**src/rtl/dma_pkg.sv**
```systemverilog
// Shared definitions for the memory copy engine: sign masks, state encoding,
// memory map constants and pointer helpers.
package dma_pkg;

    localparam logic [3:0]  SM_WORD    = 4'b0111;
    localparam logic [3:0]  SM_HALF    = 4'b0011;
    localparam logic [3:0]  SM_BYTE    = 4'b0001;

    localparam logic [31:0] DATA_BASE  = 32'h0000_0000;
    localparam logic [31:0] LED_ADDR   = 32'h0000_2000;
    localparam logic [31:0] WORD_BYTES = 32'd4;

    typedef enum logic [2:0] {
        ST_IDLE     = 3'd0,
        ST_RD_ISSUE = 3'd1,
        ST_RD_WAIT  = 3'd2,
        ST_WR_ISSUE = 3'd3,
        ST_WR_WAIT  = 3'd4,
        ST_FIN      = 3'd5
    } dma_state_e;

    function automatic logic [31:0] ptr_step(input logic [31:0] ptr, input logic descend);
        logic [31:0] res;
        if (descend) begin
            res = ptr - WORD_BYTES;
        end else begin
            res = ptr + WORD_BYTES;
        end
        return res;
    endfunction

    function automatic logic word_misaligned(input logic [31:0] addr);
        return (addr[1:0] != 2'b00);
    endfunction

endpackage

```
**src/rtl/mem_copy_dma_if.sv**
```systemverilog
// Data-memory initiator port: request, address/data out, read data and stall in.
interface mem_copy_dma_if;
    logic [31:0] mem_addr;
    logic [31:0] mem_write_data;
    logic        mem_memwrite;
    logic        mem_memread;
    logic [3:0]  mem_sign_mask;
    logic [31:0] mem_read_data;
    logic        mem_clk_stall;

    modport master (
        output mem_addr, mem_write_data, mem_memwrite, mem_memread, mem_sign_mask,
        input  mem_read_data, mem_clk_stall
    );

    modport slave (
        input  mem_addr, mem_write_data, mem_memwrite, mem_memread, mem_sign_mask,
        output mem_read_data, mem_clk_stall
    );
endinterface

```
**src/rtl/mem_port_req.sv**
```systemverilog
// Single-request handshake shared by read and write phases: issue on idle memory,
// wait for the stall pulse to come and go, and time out if it never comes.
module mem_port_req
    import dma_pkg::*;
#(
    parameter int WDOG = 3
) (
    input  logic clk,
    input  logic reset,
    input  logic issue_en,
    input  logic wait_en,
    input  logic mem_clk_stall,
    output logic req,
    output logic complete,
    output logic timeout
);

    localparam int CNT_W = (WDOG < 2) ? 1 : $clog2(WDOG);

    logic             seen_hi_r;
    logic [CNT_W-1:0] quiet_cnt_r;
    logic             quiet_s;

    // Handshake decode from the current phase and the live stall line
    always_comb begin
        req      = issue_en & ~mem_clk_stall;
        quiet_s  = wait_en & ~seen_hi_r & ~mem_clk_stall;
        complete = wait_en & seen_hi_r & ~mem_clk_stall;
        timeout  = quiet_s & (quiet_cnt_r == CNT_W'(WDOG - 1));
    end

    // Stall-seen flag and quiet-cycle watchdog, rearmed by every issue
    always_ff @(posedge clk) begin
        if (reset) begin
            seen_hi_r   <= 1'b0;
            quiet_cnt_r <= {CNT_W{1'b0}};
        end else if (req) begin
            seen_hi_r   <= 1'b0;
            quiet_cnt_r <= {CNT_W{1'b0}};
        end else if (wait_en) begin
            if (mem_clk_stall) begin
                seen_hi_r <= 1'b1;
            end else if (!seen_hi_r) begin
                quiet_cnt_r <= quiet_cnt_r + CNT_W'(1);
            end
        end
    end

endmodule

```
**src/rtl/mem_copy_dma.sv**
```systemverilog
// Word-granular memory copy engine: alternating single-word reads and writes on
// the data memory port, descending when the destination overlaps the source ahead.
module mem_copy_dma
    import dma_pkg::*;
#(
    parameter int LEN_W = 11,
    parameter int WDOG  = 3
) (
    input  logic              clk,
    input  logic              reset,
    input  logic              start,
    input  logic [31:0]       src_addr,
    input  logic [31:0]       dst_addr,
    input  logic [LEN_W-1:0]  len_words,
    output logic              busy,
    output logic              done,
    output logic              err,
    mem_copy_dma_if.master    mem
);

    dma_state_e       state_r;
    dma_state_e       next_state_s;
    logic [31:0]      src_ptr_r;
    logic [31:0]      dst_ptr_r;
    logic [31:0]      data_r;
    logic [LEN_W-1:0] remaining_r;
    logic             descend_r;
    logic             fault_r;

    logic             len_zero_s;
    logic             misalign_s;
    logic [31:0]      span_s;
    logic [31:0]      last_off_s;
    logic             overlap_s;
    logic             issue_en_s;
    logic             wait_en_s;
    logic             req_s;
    logic             complete_s;
    logic             timeout_s;

    // Start-time operand classification
    always_comb begin
        len_zero_s = (len_words == {LEN_W{1'b0}});
        misalign_s = word_misaligned(src_addr) | word_misaligned(dst_addr);
        span_s     = 32'({len_words, 2'b00});
        last_off_s = span_s - WORD_BYTES;
        overlap_s  = (dst_addr > src_addr) && (dst_addr < (src_addr + span_s));
        issue_en_s = (state_r == ST_RD_ISSUE) || (state_r == ST_WR_ISSUE);
        wait_en_s  = (state_r == ST_RD_WAIT)  || (state_r == ST_WR_WAIT);
    end

    mem_port_req #(
        .WDOG (WDOG)
    ) u_req (
        .clk           (clk),
        .reset         (reset),
        .issue_en      (issue_en_s),
        .wait_en       (wait_en_s),
        .mem_clk_stall (mem.mem_clk_stall),
        .req           (req_s),
        .complete      (complete_s),
        .timeout       (timeout_s)
    );

    // State register
    always_ff @(posedge clk) begin
        if (reset) begin
            state_r <= ST_IDLE;
        end else begin
            state_r <= next_state_s;
        end
    end

    // Next-state logic
    always_comb begin
        next_state_s = state_r;
        case (state_r)
            ST_IDLE: begin
                if (!start) begin
                    next_state_s = ST_IDLE;
                end else if (len_zero_s || misalign_s) begin
                    next_state_s = ST_FIN;
                end else begin
                    next_state_s = ST_RD_ISSUE;
                end
            end
            ST_RD_ISSUE: begin
                if (req_s) begin
                    next_state_s = ST_RD_WAIT;
                end else begin
                    next_state_s = ST_RD_ISSUE;
                end
            end
            ST_RD_WAIT: begin
                if (complete_s) begin
                    next_state_s = ST_WR_ISSUE;
                end else if (timeout_s) begin
                    next_state_s = ST_FIN;
                end else begin
                    next_state_s = ST_RD_WAIT;
                end
            end
            ST_WR_ISSUE: begin
                if (req_s) begin
                    next_state_s = ST_WR_WAIT;
                end else begin
                    next_state_s = ST_WR_ISSUE;
                end
            end
            ST_WR_WAIT: begin
                if (complete_s) begin
                    next_state_s = (remaining_r == LEN_W'(1)) ? ST_FIN : ST_RD_ISSUE;
                end else if (timeout_s) begin
                    next_state_s = ST_FIN;
                end else begin
                    next_state_s = ST_WR_WAIT;
                end
            end
            ST_FIN:  next_state_s = ST_IDLE;
            default: next_state_s = ST_IDLE;
        endcase
    end

    // Operand latch, pointer stepping, read-data capture and fault flag
    always_ff @(posedge clk) begin
        if (reset) begin
            src_ptr_r   <= 32'h0000_0000;
            dst_ptr_r   <= 32'h0000_0000;
            data_r      <= 32'h0000_0000;
            remaining_r <= {LEN_W{1'b0}};
            descend_r   <= 1'b0;
            fault_r     <= 1'b0;
        end else begin
            case (state_r)
                ST_IDLE: begin
                    if (start) begin
                        if (len_zero_s) begin
                            fault_r <= 1'b0;
                        end else if (misalign_s) begin
                            fault_r <= 1'b1;
                        end else begin
                            src_ptr_r   <= overlap_s ? (src_addr + last_off_s) : src_addr;
                            dst_ptr_r   <= overlap_s ? (dst_addr + last_off_s) : dst_addr;
                            remaining_r <= len_words;
                            descend_r   <= overlap_s;
                            fault_r     <= 1'b0;
                        end
                    end
                end
                ST_RD_WAIT: begin
                    if (complete_s) begin
                        data_r <= mem.mem_read_data;
                    end else if (timeout_s) begin
                        fault_r <= 1'b1;
                    end
                end
                ST_WR_WAIT: begin
                    if (complete_s) begin
                        remaining_r <= remaining_r - LEN_W'(1);
                        src_ptr_r   <= ptr_step(src_ptr_r, descend_r);
                        dst_ptr_r   <= ptr_step(dst_ptr_r, descend_r);
                    end else if (timeout_s) begin
                        fault_r <= 1'b1;
                    end
                end
                default: begin
                end
            endcase
        end
    end

    // Output decode; requests only ever assert in an issue state with an idle memory
    always_comb begin
        busy               = (state_r != ST_IDLE) && (state_r != ST_FIN);
        done               = (state_r == ST_FIN);
        err                = (state_r == ST_FIN) && fault_r;
        mem.mem_memread    = (state_r == ST_RD_ISSUE) && req_s;
        mem.mem_memwrite   = (state_r == ST_WR_ISSUE) && req_s;
        mem.mem_sign_mask  = SM_WORD;
        mem.mem_write_data = 32'h0000_0000;
        if ((state_r == ST_RD_ISSUE) || (state_r == ST_RD_WAIT)) begin
            mem.mem_addr = src_ptr_r;
        end else if ((state_r == ST_WR_ISSUE) || (state_r == ST_WR_WAIT)) begin
            mem.mem_addr       = dst_ptr_r;
            mem.mem_write_data = data_r;
        end else begin
            mem.mem_addr = 32'h0000_0000;
        end
    end

endmodule

```
**src/flat_wrapper.sv**
```systemverilog
// flat-port wrapper written by rule: the top's interface ports become plain ports
module mem_copy_dma_flat import dma_pkg::*;
#(
    parameter int LEN_W = 11,
    parameter int WDOG  = 3
)
  (clk, reset, start, src_addr, dst_addr, len_words, busy, done, err, mem_mem_addr, mem_mem_write_data, mem_mem_memwrite, mem_mem_memread, mem_mem_sign_mask, mem_mem_read_data, mem_mem_clk_stall);
  mem_copy_dma_if mem_i ();
  input  logic clk;
  input  logic reset;
  input  logic start;
  input  logic [31:0] src_addr;
  input  logic [31:0] dst_addr;
  input  logic [LEN_W-1:0] len_words;
  output logic busy;
  output logic done;
  output logic err;
  output wire logic [$bits(mem_i.mem_addr)-1:0] mem_mem_addr;
  output wire logic [$bits(mem_i.mem_write_data)-1:0] mem_mem_write_data;
  output wire logic [$bits(mem_i.mem_memwrite)-1:0] mem_mem_memwrite;
  output wire logic [$bits(mem_i.mem_memread)-1:0] mem_mem_memread;
  output wire logic [$bits(mem_i.mem_sign_mask)-1:0] mem_mem_sign_mask;
  input wire logic [$bits(mem_i.mem_read_data)-1:0] mem_mem_read_data;
  input wire logic [$bits(mem_i.mem_clk_stall)-1:0] mem_mem_clk_stall;
  assign mem_mem_addr = mem_i.mem_addr;
  assign mem_mem_write_data = mem_i.mem_write_data;
  assign mem_mem_memwrite = mem_i.mem_memwrite;
  assign mem_mem_memread = mem_i.mem_memread;
  assign mem_mem_sign_mask = mem_i.mem_sign_mask;
  assign mem_i.mem_read_data = mem_mem_read_data;
  assign mem_i.mem_clk_stall = mem_mem_clk_stall;
  mem_copy_dma #(.LEN_W(LEN_W), .WDOG(WDOG)) u_core (.clk(clk), .reset(reset), .start(start), .src_addr(src_addr), .dst_addr(dst_addr), .len_words(len_words), .busy(busy), .done(done), .err(err), .mem(mem_i));
endmodule
```
**config.mk**
```make
export PLATFORM = sky130hd
export DESIGN_NAME = mem_copy_dma_flat
export DESIGN_NICKNAME = d
export VERILOG_FILES = /design/src/rtl/dma_pkg.sv /design/src/rtl/mem_copy_dma_if.sv /design/src/rtl/mem_port_req.sv /design/src/rtl/mem_copy_dma.sv /design/src/flat_wrapper.sv
export SDC_FILE = /design/constraint.sdc
export NUM_CORES = 1
export LEC_CHECK = 0
export CAP_MARGIN = 20
export CORE_ASPECT_RATIO = 0.9
export CORE_MARGIN = 10
export CORE_UTILIZATION = 40
export DETAILED_ROUTE_END_ITERATION = 10
export SETUP_SLACK_MARGIN = 0.5
export SLEW_MARGIN = 25
export SYNTH_ARGS = -nofsm -noshare
export SYNTH_HDL_FRONTEND = slang
export SYNTH_SLANG_ARGS = --single-unit
```
**constraint.sdc**
```tcl
create_clock -name clk -period 6.9 [get_ports clk]
set_clock_uncertainty 0.15 [all_clocks]
set_input_delay 0.69 -clock clk [delete_from_list [all_inputs] [get_ports clk]]
set_output_delay 0.69 -clock clk [all_outputs]
set_load 0.05 [all_outputs]
```
==> metrics.txt <==
# TYPE chip_impl_metric gauge
chip_impl_metric{name="fp-row-count",unit=""} 64
chip_impl_metric{name="initial_utilization",unit="%"} 40.8
chip_impl_metric{name="power.share.switching",unit="%"} 34.9
chip_impl_metric{name="synth.avg_cell_area",unit="µm²"} 7.48
chip_impl_info{name="worst_setup_path_end_kind",value="flip-flop"} 1
chip_impl_metric{name="synthesis.instances",unit=""} 1869
chip_impl_metric{name="synthDistinctLibCells",unit=""} 90
chip_impl_metric{name="timing.hold.worst_path_depth",unit=""} 2
chip_impl_metric{name="ff2ff_setup_slack",unit="ps"} 2910
chip_impl_metric{name="p_per_area",unit="nW/µm²"} 146
chip_impl_metric{name="hold_buffers",unit=""} 0
chip_impl_metric{name="n_antenna_cell",unit=""} 0
chip_impl_metric{name="slew_limit_headroom",unit="%"} 28.3
chip_impl_metric{name="dpl.hpwl",unit="mm"} 37.6
chip_impl_metric{name="synth.yosys.seq_area_share",unit="%"} 16.5
chip_impl_metric{name="switching_power",unit="µW"} 858
chip_impl_metric{name="arrival",unit="ps"} 6160
chip_impl_metric{name="clk_network_pwr_share",unit="%"} 38.2
chip_impl_metric{name="share_comb_of_total_power",unit="%"} 33.2
chip_impl_info{name="holdCritPathClass",value="reg -> reg"} 1
chip_impl_metric{name="clk_pin_slew_worst_paths",unit="ps"} 60
chip_impl_metric{name="gr-total-overflow",unit=""} 0
chip_impl_metric{name="clockBufferDepth",unit=""} 2
chip_impl_metric{name="total_power",unit="µW"} 2460
chip_impl_metric{name="p_leak",unit="µW"} 0.00735
chip_impl_metric{name="ys_ff_latch",unit=""} 115
chip_impl_metric{name="vdd_drop_max",unit="mV"} 0.184
chip_impl_metric{name="synth-async-reset-ratio",unit="%"} 0
chip_impl_metric{name="syn_to_final_growth",unit="%"} 20.4
chip_impl_metric{name="dr.pass1.iters",unit=""} 5
chip_impl_metric{name="post-route-drc-count",unit=""} 0
chip_impl_metric{name="detailroute.via_count",unit=""} 14287
chip_impl_metric{name="required",unit="ps"} 7040
chip_impl_metric{name="finalSetupTns",unit="ps"} 0
chip_impl_metric{name="floorplan.io_pins",unit=""} 184
chip_impl_metric{name="avgRoutedWirePerCell",unit="µm"} 19.5
chip_impl_metric{name="drt-total-wl",unit="mm"} 48.5
chip_impl_metric{name="synth_edf_count",unit=""} 0
chip_impl_info{name="path_class",value="in -> reg"} 1
chip_impl_metric{name="floorplan_die_width",unit="µm"} 217
chip_impl_metric{name="buffer_ports.inserted",unit=""} 179
chip_impl_metric{name="place_congestion",unit=""} 0.909
chip_impl_metric{name="finalHoldViolCount",unit=""} 0
chip_impl_info{name="startpoint_of_the_worst_slack_reg_to_reg_timing_path",value="u_core.descend_r"} 1
chip_impl_metric{name="timing.max_cap.violations",unit=""} 0
chip_impl_info{name="cts_tree",value="yes"} 1
chip_impl_metric{name="clock-sinks",unit=""} 115
chip_impl_metric{name="avgViaCountPerCell",unit=""} 5.75
chip_impl_metric{name="seq_power_share",unit="%"} 28.6
chip_impl_metric{name="gr-usage-all-layers",unit="%"} 21.9
chip_impl_metric{name="grt_antenna_before_repair",unit=""} 0
chip_impl_info{name="timing.critical_path.from_type",value="input pin"} 1
chip_impl_metric{name="clock_insertion_delay_worst_skew",unit="ps"} 430
chip_impl_info{name="ys_dominant_reg_cell",value="dfxtp_1"} 1
chip_impl_metric{name="timing.critical_path.fanout_max",unit=""} 9
chip_impl_metric{name="p_int",unit="µW"} 1600
chip_impl_info{name="clockRootBuffer",value="clkbuf_16"} 1
chip_impl_metric{name="first_global_vias",unit=""} 13527
chip_impl_metric{name="slew_violations",unit=""} 0
chip_impl_metric{name="hold_ws",unit="ps"} 297
chip_impl_metric{name="grt_pass1_wl",unit="mm"} 75.9
chip_impl_metric{name="cts_max_level",unit=""} 4
chip_impl_metric{name="floorplan.core_area",unit="µm²"} 34300
chip_impl_metric{name="drive_above_1_share",unit="%"} 4.60
chip_impl_metric{name="post_synth_instance_area",unit="µm²"} 14000
chip_impl_info{name="reg2reg_to",value="u_core.dst_ptr_r[31]"} 1
chip_impl_metric{name="die_height",unit="µm"} 197
chip_impl_info{name="outcome",value="finished clean"} 1
chip_impl_info{name="min_to",value="u_core.data_r[26]"} 1
chip_impl_metric{name="antenna_left",unit=""} 0
chip_impl_metric{name="area_of_the_die",unit="µm²"} 42800
chip_impl_info{name="grt_setup_unrepaired",value="true"} 1
chip_impl_metric{name="post-route-min-period",unit="ps"} 6020
chip_impl_metric{name="cts_made_buffers",unit=""} 17
chip_impl_metric{name="post-route-period-util",unit="%"} 87.3
chip_impl_info{name="worst_hold_startpoint",value="u_core.data_r[26]"} 1
chip_impl_metric{name="ys_warn_count",unit=""} 0
chip_impl_metric{name="maximum_number_of_pins_on_one_net_before_global_route_repair",unit=""} 65
chip_impl_metric{name="maxClockFrequency",unit="GHz"} 0.166
chip_impl_metric{name="worst_slew_pin_slew",unit="ps"} 1060
chip_impl_metric{name="design.final.nets",unit=""} 2318
chip_impl_metric{name="worst_r2r_path_depth",unit=""} 12
chip_impl_metric{name="final-setup-viol-count",unit=""} 0
chip_impl_metric{name="initialDrtViolationCount",unit=""} 1061
synthesized netlist by cell type (all sizes together), types with 12 or more instances:
cell type	count	area (µm²)
nand2	203	767
and2	40	250
mux2i	32	320
clkbuf	56	223
a21oi	219	1100
a211oi	38	303
dfxtp	115	2300
and3	20	126
a31oi	16	121
xor2	38	333
ha	192	2400
nor4	14	87.6
o21a	19	143
xnor2	99	867
a21o	68	510
nor2b	12	75.1
o21bai	21	158
buf	27	146
a22o	37	324
nor2	141	534
o21ai	104	524
nor3	39	200
nand3	45	225
o211ai	37	288
inv	78	293
nand4	25	156
final cells by class:
type / instances / area, µm²
clock buffers: 20 / 447
inverters: 79 / 297
multi-input cells: 1595 / 11100
flip-flops and latches: 115 / 2300
well taps: 462 / 578
clock inverters: 10 / 159
fillers: 3500 / 17400
repair buffers: 202 / 1980
critical path, stage by stage:
cell             delay (ps)
clkdlybuf4s50_1         500
ha_1                    260
fa_1                    420
a21o_1                  200
a21oi_1                 230
o21bai_1                 90
a21oi_1                 260
o21ai_1                  90
a21oi_1                 260
o21ai_1                 140
a21oi_1                 160
buf_4                   190
nand3b_1                140
xnor2_1                 130
ha_1                    260
nand2_1                  70
o21ai_0                 150
a22oi_1                 220
nand4_1                 150
a311oi_4                480
nand2_4                 210
buf_12                  200
mux2i_1                 330
o211ai_1                120
o21ai_0                 120
nor2_1                   60
timing repair:
action,CTS,global route
endpoints found under the setup margin,0,6
setup buffers,0,2
resized for setup,0,2
power groups by stage:
stage | sequential [µW] | combinational (µW) | clock [µW]
after floorplan | 707 | 535 | 0
final | 704 | 817 | 941
after CTS | 704 | 805 | 956
after global placement | 718 | 792 | 0
after detailed placement | 718 | 800 | 0
after global routing | 706 | 902 | 991
worst max path at each step:
stage	end	depth (start not counted)	from
finish	u_core.src_ptr_r[4]	26	len_words[0]
global placement	u_core.dst_ptr_r[27]	26	len_words[0]
floorplan	u_core.src_ptr_r[2]	23	src_addr[2]
detailed placement	u_core.dst_ptr_r[27]	26	len_words[0]
CTS	u_core.dst_ptr_r[27]	26	len_words[0]
global route	u_core.src_ptr_r[4]	26	len_words[0]
metrics by stage:
| stage | setup slack [ps] | area, µm² | util [%] | std cells |
|---|---|---|---|---|
| 2_1_floorplan | 1620 | 14000 | - | 1871 |
| 3_5_place_dp | 414 | 16200 | 47.2 | 2450 |
| 6_report | 876 | 16800 | 49.1 | 2483 |
| 4_1_cts | 842 | 16800 | 48.9 | 2480 |
| 5_1_grt | 469 | 16800 | 49.1 | 2483 |
| 3_3_place_gp | 601 | 16200 | 47.2 | 2450 |
registers in the layout, indices dropped and copies added, names as in the netlist:
signal                    flops
u_core.u_req.quiet_cnt_r      2
u_core.u_req.seen_hi_r        1
u_core.state_r                3
u_core.remaining_r           11
u_core.descend_r              1
u_core.data_r                32
u_core.src_ptr_r             32
u_core.dst_ptr_r             32
u_core.fault_r                1
cell families (layout without fill, tap and decap cells):
family / count (synthesis) / after routing / share of synthesized area (%)
AOI/OAI and AO/OA: 641 / 641 / 30.2
xor gates and xnor gates: 137 / 137 / 8.59
adders and majority gates: 197 / 197 / 17.9
buffers and inverters: 162 / 311 / 4.76
DFF: 115 / 115 / 16.5
muxes: 33 / 33 / 2.37
other: 2 / 4 / 0.0537
and+or+nand+nor: 582 / 583 / 19.6
cell usage in the layout, fill, tap and decap left out, types with 19 or more instances in the layout:
cell type / n
buf_4: 22
o21ai_0: 82
xnor2_1: 99
o21a_1: 19
a211oi_1: 36
nand4_1: 25
o21bai_1: 21
clkdlybuf4s50_1: 178
nor2_1: 137
nor3_1: 38
xor2_1: 38
ha_1: 192
a21o_1: 68
nand3_1: 45
a22o_1: 37
o211ai_1: 35
o21ai_1: 20
dfxtp_1: 114
mux2i_1: 32
a21oi_1: 218
and2_1: 39
nand2_1: 200
inv_1: 78
routing by layer:
layer / vias to the layer above / wire length (µm) / track usage (%)
met2: 352 / 22900 / 36.4
met3: 63 / 2040 / 2.97
met5: - / 0 / 0
met1: 6710 / 22400 / 28.9
li1: 7162 / - / -
met4: 0 / 1180 / 6.31
Note: power is estimated with default switching activity, not from simulation.
